## config.mk

```make
export PLATFORM = sky130hd
export DESIGN_NAME = frame_config_loader
export DESIGN_NICKNAME = d
export VERILOG_FILES = /design/src/rtl/frame_config_pkg.sv /design/src/rtl/frame_strobe_decoder.sv /design/src/rtl/frame_config_loader.sv
export SDC_FILE = /design/constraint.sdc
export NUM_CORES = 1
export LEC_CHECK = 0
export ABC_AREA = 1
export CAP_MARGIN = 0
export CORE_AREA = 2 2 346 348
export DETAILED_ROUTE_END_ITERATION = 12
export DIE_AREA = 0 0 348 350
export DONT_BUFFER_PORTS = 1
export GPL_ROUTABILITY_DRIVEN = 0
export HOLD_SLACK_MARGIN = 0.06
export SLEW_MARGIN = 40
export SYNTH_ARGS = -nofsm -noshare
export SYNTH_HDL_FRONTEND = slang
export SYNTH_SLANG_ARGS = --single-unit
```

## constraint.sdc

```tcl
create_clock -name CLK -period 87.4 [get_ports CLK]
set_input_delay 17.48 -clock CLK [delete_from_list [all_inputs] [get_ports CLK]]
set_output_delay 17.48 -clock CLK [all_outputs]
set_load 0.01 [all_outputs]
```

## src/rtl/frame_config_pkg.sv

```systemverilog
// Shared constants for the frame configuration loader: FSM encodings,
// header bit-field positions and the default sync word.
package frame_config_pkg;

    typedef logic [1:0] state_t;

    localparam state_t UNSYNC = 2'd0;
    localparam state_t HEADER = 2'd1;
    localparam state_t DATA   = 2'd2;

    localparam int DESYNC_BIT = 31;
    localparam int COL_MSB    = 23;
    localparam int COL_LSB    = 16;
    localparam int FRAME_MSB  = 4;
    localparam int FRAME_LSB  = 0;

    localparam int COL_W   = COL_MSB - COL_LSB + 1;
    localparam int FRAME_W = FRAME_MSB - FRAME_LSB + 1;

    localparam logic [31:0] SYNC_WORD_DEFAULT = 32'hFAB0_FAB1;

endpackage

```

## src/rtl/frame_strobe_decoder.sv

```systemverilog
// Turns a latched (column, frame) address into a registered one-hot
// FrameStrobe pulse; addresses outside the array never match any bit.
module frame_strobe_decoder
    import frame_config_pkg::*;
#(
    parameter int NumberOfCols    = 16,
    parameter int MaxFramesPerCol = 20
) (
    input  logic                                    clk,
    input  logic                                    rst,
    input  logic [COL_W-1:0]                        col,
    input  logic [FRAME_W-1:0]                      frame,
    input  logic                                    valid,
    input  logic                                    fire,
    output logic [NumberOfCols*MaxFramesPerCol-1:0] strobe
);

    logic [NumberOfCols*MaxFramesPerCol-1:0] hit;

    always_comb begin
        hit = '0;
        for (int c = 0; c < NumberOfCols; c++) begin
            for (int f = 0; f < MaxFramesPerCol; f++) begin
                hit[c*MaxFramesPerCol+f] = (col == COL_W'(c)) && (frame == FRAME_W'(f));
            end
        end
    end

    always_ff @(posedge clk or posedge rst) begin
        if (rst) begin
            strobe <= '0;
        end else begin
            strobe <= (fire && valid) ? hit : '0;
        end
    end

endmodule

```

## src/rtl/frame_config_loader.sv

```systemverilog
// Bitstream front-end: finds the sync word, decodes frame headers, shifts
// row data into FrameData and fires one FrameStrobe per complete packet.
module frame_config_loader
    import frame_config_pkg::*;
#(
    parameter int                          FrameBitsPerRow = 32,
    parameter int                          MaxFramesPerCol = 20,
    parameter int                          NumberOfRows    = 16,
    parameter int                          NumberOfCols    = 16,
    parameter logic [FrameBitsPerRow-1:0]  SyncWord        = SYNC_WORD_DEFAULT
) (
    input  logic                                     CLK,
    input  logic                                     reset,
    input  logic [FrameBitsPerRow-1:0]               WriteData,
    input  logic                                     WriteStrobe,
    output logic [NumberOfRows*FrameBitsPerRow-1:0]  FrameData,
    output logic [NumberOfCols*MaxFramesPerCol-1:0]  FrameStrobe,
    output logic                                     Synced,
    output logic                                     FrameError,
    output logic [15:0]                              FramesWritten
);

    localparam int ROW_W = (NumberOfRows > 1) ? $clog2(NumberOfRows) : 1;

    state_t              state;
    logic [ROW_W-1:0]    row_cnt;
    logic [COL_W-1:0]    col_q;
    logic [FRAME_W-1:0]  frame_q;
    logic                addr_valid_q;
    logic                fire_q;

    logic                is_sync;
    logic                hdr_desync;
    logic [COL_W-1:0]    hdr_col;
    logic [FRAME_W-1:0]  hdr_frame;
    logic                hdr_valid;
    logic                last_word;

    assign is_sync    = (WriteData == SyncWord);
    assign hdr_desync = WriteData[DESYNC_BIT];
    assign hdr_col    = WriteData[COL_MSB:COL_LSB];
    assign hdr_frame  = WriteData[FRAME_MSB:FRAME_LSB];
    assign hdr_valid  = (hdr_col < COL_W'(NumberOfCols)) && (hdr_frame < FRAME_W'(MaxFramesPerCol));
    assign last_word  = (row_cnt == ROW_W'(NumberOfRows - 1));
    assign Synced     = (state == HEADER) || (state == DATA);

    // fire_q marks the cycle after the last data word; the decoder registers
    // it once more, so the strobe trails the final FrameData update by a cycle.
    always_ff @(posedge CLK or posedge reset) begin
        if (reset) begin
            state        <= UNSYNC;
            row_cnt      <= '0;
            col_q        <= '0;
            frame_q      <= '0;
            addr_valid_q <= 1'b0;
            fire_q       <= 1'b0;
            FrameError   <= 1'b0;
            FrameData    <= '0;
        end else begin
            fire_q <= 1'b0;
            if (WriteStrobe) begin
                case (state)
                    UNSYNC: begin
                        if (is_sync) begin
                            state      <= HEADER;
                            FrameError <= 1'b0;
                        end
                    end
                    HEADER: begin
                        if (is_sync) begin
                            state <= HEADER;
                        end else if (hdr_desync) begin
                            state <= UNSYNC;
                        end else begin
                            // Bad addresses still consume the data words to keep packets aligned.
                            col_q        <= hdr_col;
                            frame_q      <= hdr_frame;
                            addr_valid_q <= hdr_valid;
                            row_cnt      <= '0;
                            state        <= DATA;
                            if (!hdr_valid) begin
                                FrameError <= 1'b1;
                            end
                        end
                    end
                    DATA: begin
                        for (int r = 0; r < NumberOfRows; r++) begin
                            if (row_cnt == ROW_W'(r)) begin
                                FrameData[r*FrameBitsPerRow +: FrameBitsPerRow] <= WriteData;
                            end
                        end
                        if (last_word) begin
                            state  <= HEADER;
                            fire_q <= 1'b1;
                        end else begin
                            row_cnt <= row_cnt + ROW_W'(1);
                        end
                    end
                    default: state <= UNSYNC;
                endcase
            end
        end
    end

    always_ff @(posedge CLK or posedge reset) begin
        if (reset) begin
            FramesWritten <= '0;
        end else if (fire_q && addr_valid_q && (FramesWritten != 16'hFFFF)) begin
            FramesWritten <= FramesWritten + 16'd1;
        end
    end

    frame_strobe_decoder #(
        .NumberOfCols    (NumberOfCols),
        .MaxFramesPerCol (MaxFramesPerCol)
    ) u_strobe_decoder (
        .clk    (CLK),
        .rst    (reset),
        .col    (col_q),
        .frame  (frame_q),
        .valid  (addr_valid_q),
        .fire   (fire_q),
        .strobe (FrameStrobe)
    );

endmodule

```

# Word level (Yosys, flattened, before mapping)
# Cells that the tools add are included.
# word_totals
word_cells	458
ff_bits	870
output_inout_bits	850
input_bits	35
# op_classes
reduce_logical	350
eq_ne	59
addsub	2
n_bitwise	2
muxes	18
order_cmp	2
# op_table
op	count
logical AND 1 bit	323
two-way mux 320 bit	1
equality test 8 x 4 -> 1 bit, second input constant	8
AND reduction 3 bit	17
equality test 5 x 4 -> 1 bit, second input constant	8
equality test 32 bit, second input constant	1
equality test 4 bit, second input constant	8
equality test 8 x 3 -> 1 bit, second input constant	4
equality test 5 x 3 -> 1 bit, second input constant	4
equality test 5 bit, second input constant	4
adder 16 x 1 -> 16 bit, second input constant	1
equality test 4 x 3 -> 1 bit, second input constant	4
equality test 8 x 2 -> 1 bit, second input constant	2
!= test 16 bit, second input constant	1
two-way mux 4 bit	3
!= test 2 bit, second input constant	6
equality test 5 x 2 -> 1 bit, second input constant	2
equality test 4 x 2 -> 1 bit, second input constant	2
equality test 8 x 1 -> 1 bit, second input constant	1
zero test 8 bit	1
< comparator 8 x 5 -> 1 bit, second input constant	1
two-way mux 2 bit	4
one-hot mux 4 bit (2 select lines)	1
two-way mux 1 bit	7
17 further kinds	19

# Logic depth before layout (Yosys ltp)
# Gate-level depths: netlist of the first run.
# logic_depth
word_depth	6
mapped_depth	11
ltp_nobuf	10

# Hierarchy
# A second synthesis of the first run with hierarchy kept.
# unflattened
cells_unflattened	2760
hier_area_um2	30458.0
# modules_own_cells
mod	area_each_um2	cells_each	instances	seq_area_each_um2
frame_config_loader	20119.3	1985	1	13763.2
frame_strobe_decoder	10338.7	775	1	8007.7

# Worst setup path before layout of the first run
# Ideal clock, no wire load.
# synth_path
path_kind	input to register
startpoint	in WriteStrobe
endpoint	reg FrameData[100]
n_path_buf	1
required_time_ps	87267
path_slack_ps	69015
stages	6
arrival_time_ps	18252
path_cell_list	nand2_2 -> nor2_2 -> nand2_2 -> clkbuf_1 -> nand2_1 -> o21ai_0
# synth_between
elab_chain_len	1
# synth_rtl
item	line_no	rtl
start: declaration	frame_config_loader.sv:15	input logic WriteStrobe,
AND reduction 3 bit (no source line)	--	
end signal: indexed assignment	frame_config_loader.sv:89	FrameData[r*FrameBitsPerRow +: FrameBitsPerRow] <= WriteData;
end: declaration	frame_config_loader.sv:16	output logic [NumberOfRows*FrameBitsPerRow-1:0] FrameData,
# No other way between the ends.
# A chain may end at the register's enable or synchronous reset.

# Final worst setup path of the first run
# layout_path
startpoint	reg state[0]
endpoint	out Synced
# layout_between
elab_chain_len	2
word_cells_on_any_way	3
# layout_rtl
item	line_no	rtl
start: declaration	frame_config_loader.sv:25	state_t state;
start signal: assignment	frame_config_loader.sv:51	state <= UNSYNC;
start signal: assignment	frame_config_loader.sv:65	state <= HEADER;
start signal: assignment	frame_config_loader.sv:71	state <= HEADER;
equality test 2 x 1 -> 1 bit / equality test 2 bit (equally long branches)	frame_config_loader.sv:45	assign Synced = (state == HEADER) || (state == DATA);
logical OR 1 bit *	frame_config_loader.sv:45	
end: declaration	frame_config_loader.sv:18	output logic Synced,
# Mark *: on every way between the ends. The rest lies on a longest branch, timed or not.

==> impl_results.md, run 1 <==
* RSZ-0062 raised after global routing: false
* Yosys reg bits at 870
* Post-synth EDFFs at 0
* Placed Area at 31500 µm²
* Cell count after synthesis at 2751
* Number of global-route vias before repair at 19100
* Clk buf depth at 3
* Area fraction of the dominant cell type after synthesis at 72.7%
* Worst-path maximum fanout at 4
* Initial antenna violation count at 11
* Final Setup Violations at 0
* Worst EP required at 69.92 ns
* PostCTS Resize Cnt at 0
* Die Ht at 350 µm
* Asr flop ratio synth at 100%
* Fin. Hold Viols at 0
* Main synth FF type: dfrtp_1
* Worst hold-check path type: flop to flop
* Cell count along the critical path at 2
* Count leader, synth: dfrtp_1
* Top delay family on crit path: flip-flops
* Buf+Inv Stages, Crit Path at 1
* Iteration-0 DRC Markers at 1434
* Cell depth of the worst min-delay path at 2
* Skew final at 0.0246 ns
* Status: completed
* Final hold slack at 0.490 ns
* Static Leak at 16.1 nW
* Number of hold buffers added after cts at 0
* Tot GR Track Use at 16.5%
* Via count at 19300
* DIE WIDTH at 348 µm
* Yosys warnings at 0
* Area leader, netlist: dfrtp_1
* Clock Sink Count at 870
* Starting Density at 25.4%
* CP peak stage delay at 0.41 ns
* Syn nets at 2795
* Met3 WL at 10.9 mm
* Hpwl dp at 70.6 mm
* Startpoint Class: flop
* Peak VDD IR at 0.0000167 V
* Share of cells above drive strength 1 at 9.25%
* Area grow syn2layout at 15.7%
* Setup tns final at 0 ns
* Mapped cell area at 29900 µm²
* Fmax at 52.6 MHz
* Syn avg cell area at 10.9 µm²
* DR WL/cell at 24.1 µm
* Pins Over Slew Limit at 0
* TritonCTS buffer count at 93
* Met2 Wirelength at 51.1 mm
* Clk root buf: clkbuf_16
* Critical Path AT at 1.53 ns
* Worst-Skew Late Latency at 0.66 ns
* Power Density at 29.7 nW/µm²
* DRT antenna net count at 0
* WL met1 at 37.9 mm
* CP cell instances: inv_1 -> ha_1
* # H-tree levels at 3
* TritonCTS clock tree: yes
* Number of max-cap violations at 0
* I/O Buffers at 0
* Top routing layer used: met4
* Post-CTS Setup Repair Bufs at 0
* FF-to-FF path depth at 8
* Die area at 122000 µm²
* Nets at 2743
* First-pass GRT wire length at 145 mm
* Synth area leaders: dfrtp_1, o21ai_0, nand2_1
* Setup WS pre-CTS at 67.70 ns
* DP Cell Count at 4138
* Total Wirelength at 104 mm
* Worst path slowest cell: dfrtp_1
* Num rows at 126
* Tcrit/Tclk final at 21.8%
* Crit path kind: flop to output pin
* Pin count of the biggest net entering global routing at 162
* Remaining DRCs at 0
* Distinct cells, synth at 30
* Fin crit period at 19.01 ns
* Design Area, Final at 34600 µm²
* I/O pins at 885
* Element type at the critical path end: output pin
* CTS clk-pin slew, worst paths at 0.06 ns
* Least-Margin Pin Slew at 0.891 ns
* Via-per-instance ratio at 4.49
* List of most frequent post-synthesis cells: dfrtp_1, nand2_1, o21ai_0
* Drt first pass iters at 5
* Worst slew margin at 40.5%
* Setup ws final at 68.39 ns
* Non-Filler Instances at 4307
* Congestion Overflow GR at 0
* Core Area at 118000 µm²
* Register area share after synthesis at 72.7%
==> where the power goes <==
group | internal [W] | switching (W) | leakage (nW)
clock | 0.000230 | 0.000169 | 1.52
combinational | 0.0000282 | 0.0000583 | 2.56
sequential | 0.000461 | 0.0000835 | 12.0
total | 0.000719 | 0.000311 | 16.1
==> path summary, 6_finish.rpt <==
| path | startpoint | endpoint | slack [ns] |
|---|---|---|---|
| worst min-delay path | col_q[6] | col_q[6] | 0.49 |
| min in group asynchronous | reset | FramesWritten[4] | 16.61 |
| worst max-delay path | state[0] | Synced | 68.39 |
| worst max register to register | state[0] | FrameData[452] | 84.83 |
| max in group asynchronous | reset | u_strobe_decoder.strobe[128] | 68.60 |
| worst min register to register | col_q[6] | col_q[6] | 0.49 |
==> through the flow <==
stage / utilization, % / power, W
global route: 29.4 / 0.00108
CTS: 29.3 / 0.00104
finish: 29.4 / 0.00103
detailed placement: 26.7 / 0.000639
floorplan: - / 0.000588
global placement: 26.6 / 0.000632
==> sequential cells by signal (all words and copies together) (netlist names) <==
| signal | cells |
|---|---|
| FrameData | 512 |
| FrameError | 1 |
| FramesWritten | 16 |
| addr_valid_q | 1 |
| col_q | 8 |
| fire_q | 1 |
| frame_q | 5 |
| row_cnt | 4 |
| state | 2 |
| u_strobe_decoder.strobe | 320 |
==> cells in the final DEF, fill, tap and decap left out, types with 2 or more instances in the layout <==
master        n
buf_4        26
buf_16        2
clkinv_8      2
clkinv_1      4
o22ai_1       2
xnor2_1       8
clkinvlp_4    2
clkinv_4      2
nand3_1      15
a21oi_1       2
clkinv_2     17
clkbuf_16    93
nand2_4       5
ha_1          9
inv_6         3
xor2_1        7
nor2_4        5
nand2_1     612
clkbuf_1     17
nand2_2      41
inv_8         3
nand3_2       3
inv_2        11
diode_2       3
inv_4         2
clkbuf_8     18
o21ai_0     527
o21ai_1       8
inv_1        59
clkinv_16     2
dfrtp_1     870
buf_12        2
buf_6         6
bufinv_16     6
nand4_1       4
nor3_1       13
nor2_1      353
==> layout make-up <==
cell class | count | area [µm²]
clock inverters | 37 | 459
clock buffers | 127 | 2630
multi-input cells | 1620 | 7180
inverters | 77 | 302
well taps | 1536 | 1920
diodes | 3 | 7.51
fillers | 12100 | 83100
flip-flops and latches | 870 | 21800
repair buffers | 37 | 372
==> metal layers <==
metal / up-vias / track usage, %
li1: 8632 / -
met1: 9571 / 18.3
met2: 930 / 28.3
met3: 184 / 6.32
met4: 0 / 7.01
met5: - / 0
==> cells by family after synthesis <==
kind of cell	count (synthesis)	share of synthesized area (%)
simple gates	1055	13.8
compound gates	541	9.08
buf+inv	261	3.61
xor+xnor	15	0.439
flops	870	72.7
fa+ha+maj	9	0.376
==> worst reg2reg max path, cell delays in order, from the launching register on <==
cell	delay, ns
dfrtp_1	0.42
inv_1	0.10
ha_1	0.33
nand2_2	0.24
nor2_4	0.30
nand2_2	0.38
buf_4	0.41
nand2_1	0.16
o21ai_0	0.09
(Power assumes the default switching activity.)
==> run 2: changes to the inputs <==
clock period = 18.5 ns   (was 87.4 ns; I/O delays follow)
==> impl_results.md, run 2 (synthesis gave the netlist of run 1 again) <==
* Status: completed (unchanged)
* Clock Sink Count at 870 (unchanged)
* Drt first pass iters at 5 (unchanged)
* Worst-path maximum fanout at 129 (was 4)
* Iteration-0 DRC Markers at 1399 (was 1434)
* Hpwl dp at 71.0 mm (was 70.6 mm)
* Fin. Hold Viols at 0 (unchanged)
* Initial antenna violation count at 12 (was 11)
* Clk root buf: clkbuf_16 (unchanged)
* Peak VDD IR at 0.0000784 V (was 0.0000167 V)
* Setup ws final at 12.64 ns (was 68.39 ns)
* TritonCTS clock tree: yes (unchanged)
* First-pass GRT wire length at 145 mm (about the same)
* Worst-Skew Late Latency at 0.69 ns (was 0.66 ns)
* Endpoint, Worst Hold: addr_valid_q (was col_q[6])
* Core Area at 118000 µm² (unchanged)
* I/O pins at 885 (unchanged)
* Sequential share of power at 52.6% (was 52.9%)
* CTS clk-pin slew, worst paths at 0.06 ns (about the same)
* Startpoint Class: input port (was flop)
* Reg2Reg Launch Point: state[0] (unchanged)
* Worst EP required at 19.23 ns (was 69.92 ns)
* FILL cells at 12000 (was 12100)
* R2r endpoint: FrameData[478] (was FrameData[452])
* Num rows at 126 (unchanged)
* Total Wirelength at 103 mm (was 104 mm)
* Post-CTS Setup Repair Bufs at 0 (unchanged)
* # diodes at 0 (was 3)
* Combinational Power Share at 8.3% (was 8.4%)
* Pins Over Slew Limit at 0 (unchanged)
* Worst slew margin at 41.3% (was 40.5%)
* Fmax at 171 MHz
* Via count at 19300 (about the same)
* FF-to-FF path depth at 8 (unchanged)
* Static Leak at 16.1 nW (about the same)
* Final core utilization at 29.5% (was 29.4%)
* I/O Buffers at 0 (unchanged)
* Area grow syn2layout at 16.3% (was 15.7%)
* DR WL/cell at 23.9 µm (was 24.1 µm)
* Pin count of the biggest net entering global routing at 156 (was 162)
* Die Ht at 350 µm (unchanged)
* Nets at 2746 (was 2743)
* Most frequent cells in the layout: dfrtp_1, nand2_1, o21ai_0 (unchanged)
* Switching Fraction at 30.1% (was 30.2%)
* Starting Density at 25.4% (unchanged)
* PostCTS Resize Cnt at 0 (unchanged)
* Fin crit period at 5.86 ns
* Setup WS pre-CTS at 12.00 ns (was 67.70 ns)
* Worst hold-check path type: flop to flop (unchanged)
* DIE WIDTH at 348 µm (unchanged)
* Max FFs per register at 512 (unchanged)
* RSZ-0062 raised after global routing: false (unchanged)
* Remaining DRCs at 0 (unchanged)
* Hold Path Origin: addr_valid_q (was col_q[6])
* Critical Path AT at 6.59 ns (was 1.53 ns)
* Crit path kind: input port to asynchronous set/reset pin (was flop to output pin)
* Top flop regs: FrameData: 512 flops, u_strobe_decoder.strobe: 320 flops, FramesWritten: 16 flops (unchanged)
* Final Setup Violations at 0 (unchanged)
* Clk buf depth at 3 (unchanged)
* Number of global-route vias before repair at 19200 (was 19100)
* TritonCTS buffer count at 90 (was 93)
* Reg2reg setup slack at 16.03 ns (was 84.83 ns)
* Share of cells above drive strength 1 at 9.55% (was 9.25%)
* Internal Power at 0.00342 W (was 0.000719 W)
* Most flops, register: FrameData (unchanged)
* Skew final at 0.0301 ns (was 0.0246 ns)
* Cell depth of the worst min-delay path at 2 (unchanged)
* Setup tns final at 0 ns (unchanged)
* Die area at 122000 µm² (unchanged)
* DRT antenna net count at 0 (unchanged)
* Sw power at 0.00147 W (was 0.000311 W)
* Commonest non-fill, non-tap cell in the layout: dfrtp_1 (unchanged)
* Number of hold buffers added after cts at 0 (unchanged)
* Element type at the critical path end: asynchronous set/reset pin (was output pin)
* Tcrit/Tclk final at 31.7%
* Via-per-instance ratio at 4.47 (was 4.49)
* # H-tree levels at 3 (unchanged)
* Tot GR Track Use at 16.5% (about the same)
* Clock network power share at 39.1% (was 38.7%)
* Power Density at 141 nW/µm² (was 29.7 nW/µm²)
* Least-Margin Pin Slew at 0.878 ns (was 0.891 ns)
* Number of max-cap violations at 0 (unchanged)
* Congestion Overflow GR at 0 (unchanged)
## run 2: through the flow
step | hold WS (ns) | instances | power, W | instance area, µm²
2_1_floorplan | 0.453 | 2751 | 0.00278 | 29900
3_3_place_gp | 0.467 | 4142 | 0.00299 | 31400
3_5_place_dp | 0.473 | 4144 | 0.00302 | 31600
4_1_cts | 0.488 | 4310 | 0.00494 | 34700
5_1_grt | 0.523 | 4312 | 0.00512 | 34800
6_report | 0.487 | 4312 | 0.00489 | 34800
## run 2: how the worst max path moves through the flow
stage          startpoint             end  slack, ns  depth (start not counted)
5_1_grt             reset  FrameData[273]      12.24                          8
2_1_floorplan       reset    FrameData[0]       2.84                          1
3_3_place_gp        reset  FrameData[500]      11.46                          4
4_1_cts             reset  FrameData[234]      12.77                          6
3_5_place_dp        reset  FrameData[204]      12.00                          6
6_report            reset  FrameData[234]      12.64                          8
## run 2: routing by layer
metal	wire length (µm)	GRT usage (%)	share of wire, %	up-vias
li1	-	-	-	8632
met4	3250	6.21	3.1	0
met1	38800	18.9	38	9588
met2	51300	28.4	50	902
met3	9900	5.75	9.6	155
met5	0	0	0	-
## run 2: critical path, cell delays in order
cell,delay (ns)
clkinvlp_4,0.22
buf_16,0.19
buf_16,0.18
buf_12,0.12
buf_16,0.35
buf_16,0.31
buf_12,0.48
buf_4,0.68
## run 2: final cells by class
class | instances | area (µm²) | area share [%]
Sequential cell | 870 | 21800 | 62.6
Multi-Input combinational cell | 1620 | 7180 | 20.6
Clock buffer | 127 | 2640 | 7.59
Tap cell | 1536 | 1920 | 5.52
Clock inverter | 39 | 523 | 1.50
Timing Repair Buffer | 43 | 463 | 1.33
Inverter | 77 | 298 | 0.856
## run 2: power by group through the flow
stage                     Combinational (W)  Sequential, W  Clock (W)
final                              0.000408        0.00257    0.00191
after detailed placement           0.000417        0.00261          0
after CTS                          0.000416        0.00258    0.00194
after global routing               0.000488        0.00261    0.00202
after global placement             0.000384        0.00261          0
after floorplan                    0.000300        0.00248          0
==> run 3: changes to the inputs <==
clock period = 5 ns   (was 18.5 ns; I/O delays follow)
==> impl_results.md, run 3 (synthesis gave the netlist of run 1 again) <==
* Drt first pass iters at 5 (unchanged)
* PostCTS Resize Cnt at 0 (unchanged)
* Power Density at 517 nW/µm² (was 141 nW/µm²)
* Commonest non-fill, non-tap cell in the layout: dfrtp_1 (unchanged)
* I/O pins at 885 (unchanged)
* Die area at 122000 µm² (unchanged)
* TritonCTS clock tree: yes (unchanged)
* Num rows at 126 (unchanged)
* Number of max-cap violations at 0 (unchanged)
* DRT antenna net count at 0 (unchanged)
* Core Area at 118000 µm² (unchanged)
* Final hold slack at 0.317 ns (was 0.487 ns)
* Reg2Reg Launch Point: state[0] (unchanged)
* Non-Filler Instances at 4329 (was 4312)
* WL met1 at 39.7 mm (was 38.8 mm)
* Top delay family on crit path: simple AND/OR/NAND/NOR gates (was buffers and inverters)
* Worst hold-check path type: input port to asynchronous set/reset pin (was flop to flop)
* Number of hold buffers added after cts at 0 (unchanged)
* Setup tns final at 0 ns (unchanged)
* Area of the multi-input gates at 7180 µm² (about the same)
* Hpwl dp at 73.2 mm (was 71.0 mm)
* Placed Area at 31700 µm² (was 31600 µm²)
* Initial antenna violation count at 7 (was 12)
* Tcrit/Tclk final at 52.0%
* Pins Over Slew Limit at 0 (unchanged)
* Register area at 21800 µm² (unchanged)
* Fin. Hold Viols at 0 (unchanged)
* Met2 Wirelength at 51.7 mm (was 51.3 mm)
* CP cell instances: inv_1 -> ha_1 -> nand2_2 -> nor2_4 -> nand2_2 -> buf_4 -> nand2_1 -> o21ai_0 (was clkinvlp_4 -> buf_16 -> buf_16 -> buf_12 -> buf_16 -> buf_16 -> buf_12 -> buf_4)
* Worst path slowest cell: nand2_2 (was buf_4)
* Pin count of the biggest net entering global routing at 109 (was 156)
* I/O Buffers at 0 (unchanged)
* Post-CTS Setup Repair Bufs at 0 (unchanged)
* Clock Sink Count at 870 (unchanged)
* Tot GR Track Use at 16.8% (was 16.5%)
* Design Area, Final at 34800 µm² (about the same)
* Skew final at 0.0294 ns (was 0.0301 ns)
* Number of global-route vias before repair at 19300 (was 19200)
* First-pass GRT wire length at 148 mm (was 145 mm)
* Reg2reg setup slack at 2.40 ns (was 16.03 ns)
* Worst slew margin at 43.9% (was 41.3%)
* Die Ht at 350 µm (unchanged)
* DP Cell Count at 4158 (was 4144)
* Fmax at 385 MHz
* Share of cells above drive strength 1 at 9.48% (was 9.55%)
* RSZ-0062 raised after global routing: false (unchanged)
* Least-Margin Pin Slew at 0.840 ns (was 0.878 ns)
* Element type at the critical path end: flop (was asynchronous set/reset pin)
* Critical Path AT at 3.11 ns (was 6.59 ns)
* TritonCTS buffer count at 91 (was 90)
* Total Wirelength at 105 mm (was 103 mm)
* FF-to-FF path depth at 8 (unchanged)
* Critical Path Start: state[0] (was reset)
* Top flop regs: FrameData: 512 flops, u_strobe_decoder.strobe: 320 flops, FramesWritten: 16 flops (unchanged)
* Iteration-0 DRC Markers at 1406 (was 1399)
* Starting Density at 25.4% (unchanged)
* Peak VDD IR at 0.000265 V (was 0.0000784 V)
* Buf+Inv Stages, Crit Path at 2 (was 8)
* DIE WIDTH at 348 µm (unchanged)
* Final Setup Violations at 0 (unchanged)
* Startpoint Class: flop (was input port)
* DR WL/cell at 24.2 µm (was 23.9 µm)
* Congestion Overflow GR at 0 (unchanged)
* Final Power at 0.0180 W (was 0.00489 W)
* Clk root buf: clkbuf_16 (unchanged)
* Most frequent cells in the layout: dfrtp_1, nand2_1, o21ai_0 (unchanged)
* # H-tree levels at 3 (unchanged)
* Via-per-instance ratio at 4.48 (was 4.47)
* Worst EP required at 5.51 ns (was 19.23 ns)
* Area grow syn2layout at 16.2% (was 16.3%)
* CP peak stage delay at 0.47 ns (was 0.68 ns)
* Crit path kind: flop to flop (was input port to asynchronous set/reset pin)
* Top routing layer used: met4 (unchanged)
* Remaining DRCs at 0 (unchanged)
* Most flops, register: FrameData (unchanged)
* Most frequent CP cell: nand2_2 (was buf_16)
* Met3 WL at 10.1 mm (was 9.90 mm)
* Worst-Skew Late Latency at 0.68 ns (was 0.69 ns)
* Static Leak at 16.1 nW (about the same)
* Nets at 2759 (was 2746)
* Worst-path maximum fanout at 35 (was 129)
* R2r endpoint: FrameData[38] (was FrameData[478])
* Status: completed (unchanged)
* Via count at 19400 (was 19300)
* CTS clk-pin slew, worst paths at 0.06 ns (about the same)
* Max FFs per register at 512 (unchanged)
* FILL cells at 12000 (about the same)
* Clk buf depth at 3 (unchanged)
* Fin crit period at 2.60 ns
[run 3: power breakdown]
part | total (W) | internal (W) | leakage, nW | switching (W)
clock network | 0.00694 | 0.00400 | 1.50 | 0.00294
logic | 0.00152 | 0.000501 | 2.62 | 0.00102
registers | 0.00952 | 0.00806 | 12.0 | 0.00147
[run 3: how the worst max path moves through the flow]
stage,cells after the start,end,slack [ns]
floorplan,1,FrameData[0],-7.96
global placement,9,state[0],2.13
detailed placement,9,state[0],2.22
CTS,2,Synced,2.35
global route,8,FrameData[169],2.14
finish,8,FrameData[38],2.40
[run 3: per-layer routing]
metal	vias to the layer above	GRT usage (%)
met1	9662	19.5
li1	8680	-
met4	0	6.14
met2	920	28.5
met5	-	0
met3	150	5.93
[run 3: final cells by class]
| cell class | instances | share of cell area, % |
|---|---|---|
| Clock inverter | 37 | 1.41 |
| Timing Repair Buffer | 55 | 1.50 |
| Antenna cell | 8 | 0.0576 |
| Sequential cell | 870 | 62.6 |
| Clock buffer | 126 | 7.39 |
| Multi-Input combinational cell | 1620 | 20.6 |
| Tap cell | 1536 | 5.53 |
| Inverter | 77 | 0.856 |
[run 3: stage by stage]
stage | util [%] | worst slack, ns
3_5_place_dp | 26.9 | 2.22
3_3_place_gp | 26.8 | 2.13
6_report | 29.5 | 2.40
2_1_floorplan | - | -7.96
5_1_grt | 29.5 | 2.14
4_1_cts | 29.5 | 2.35
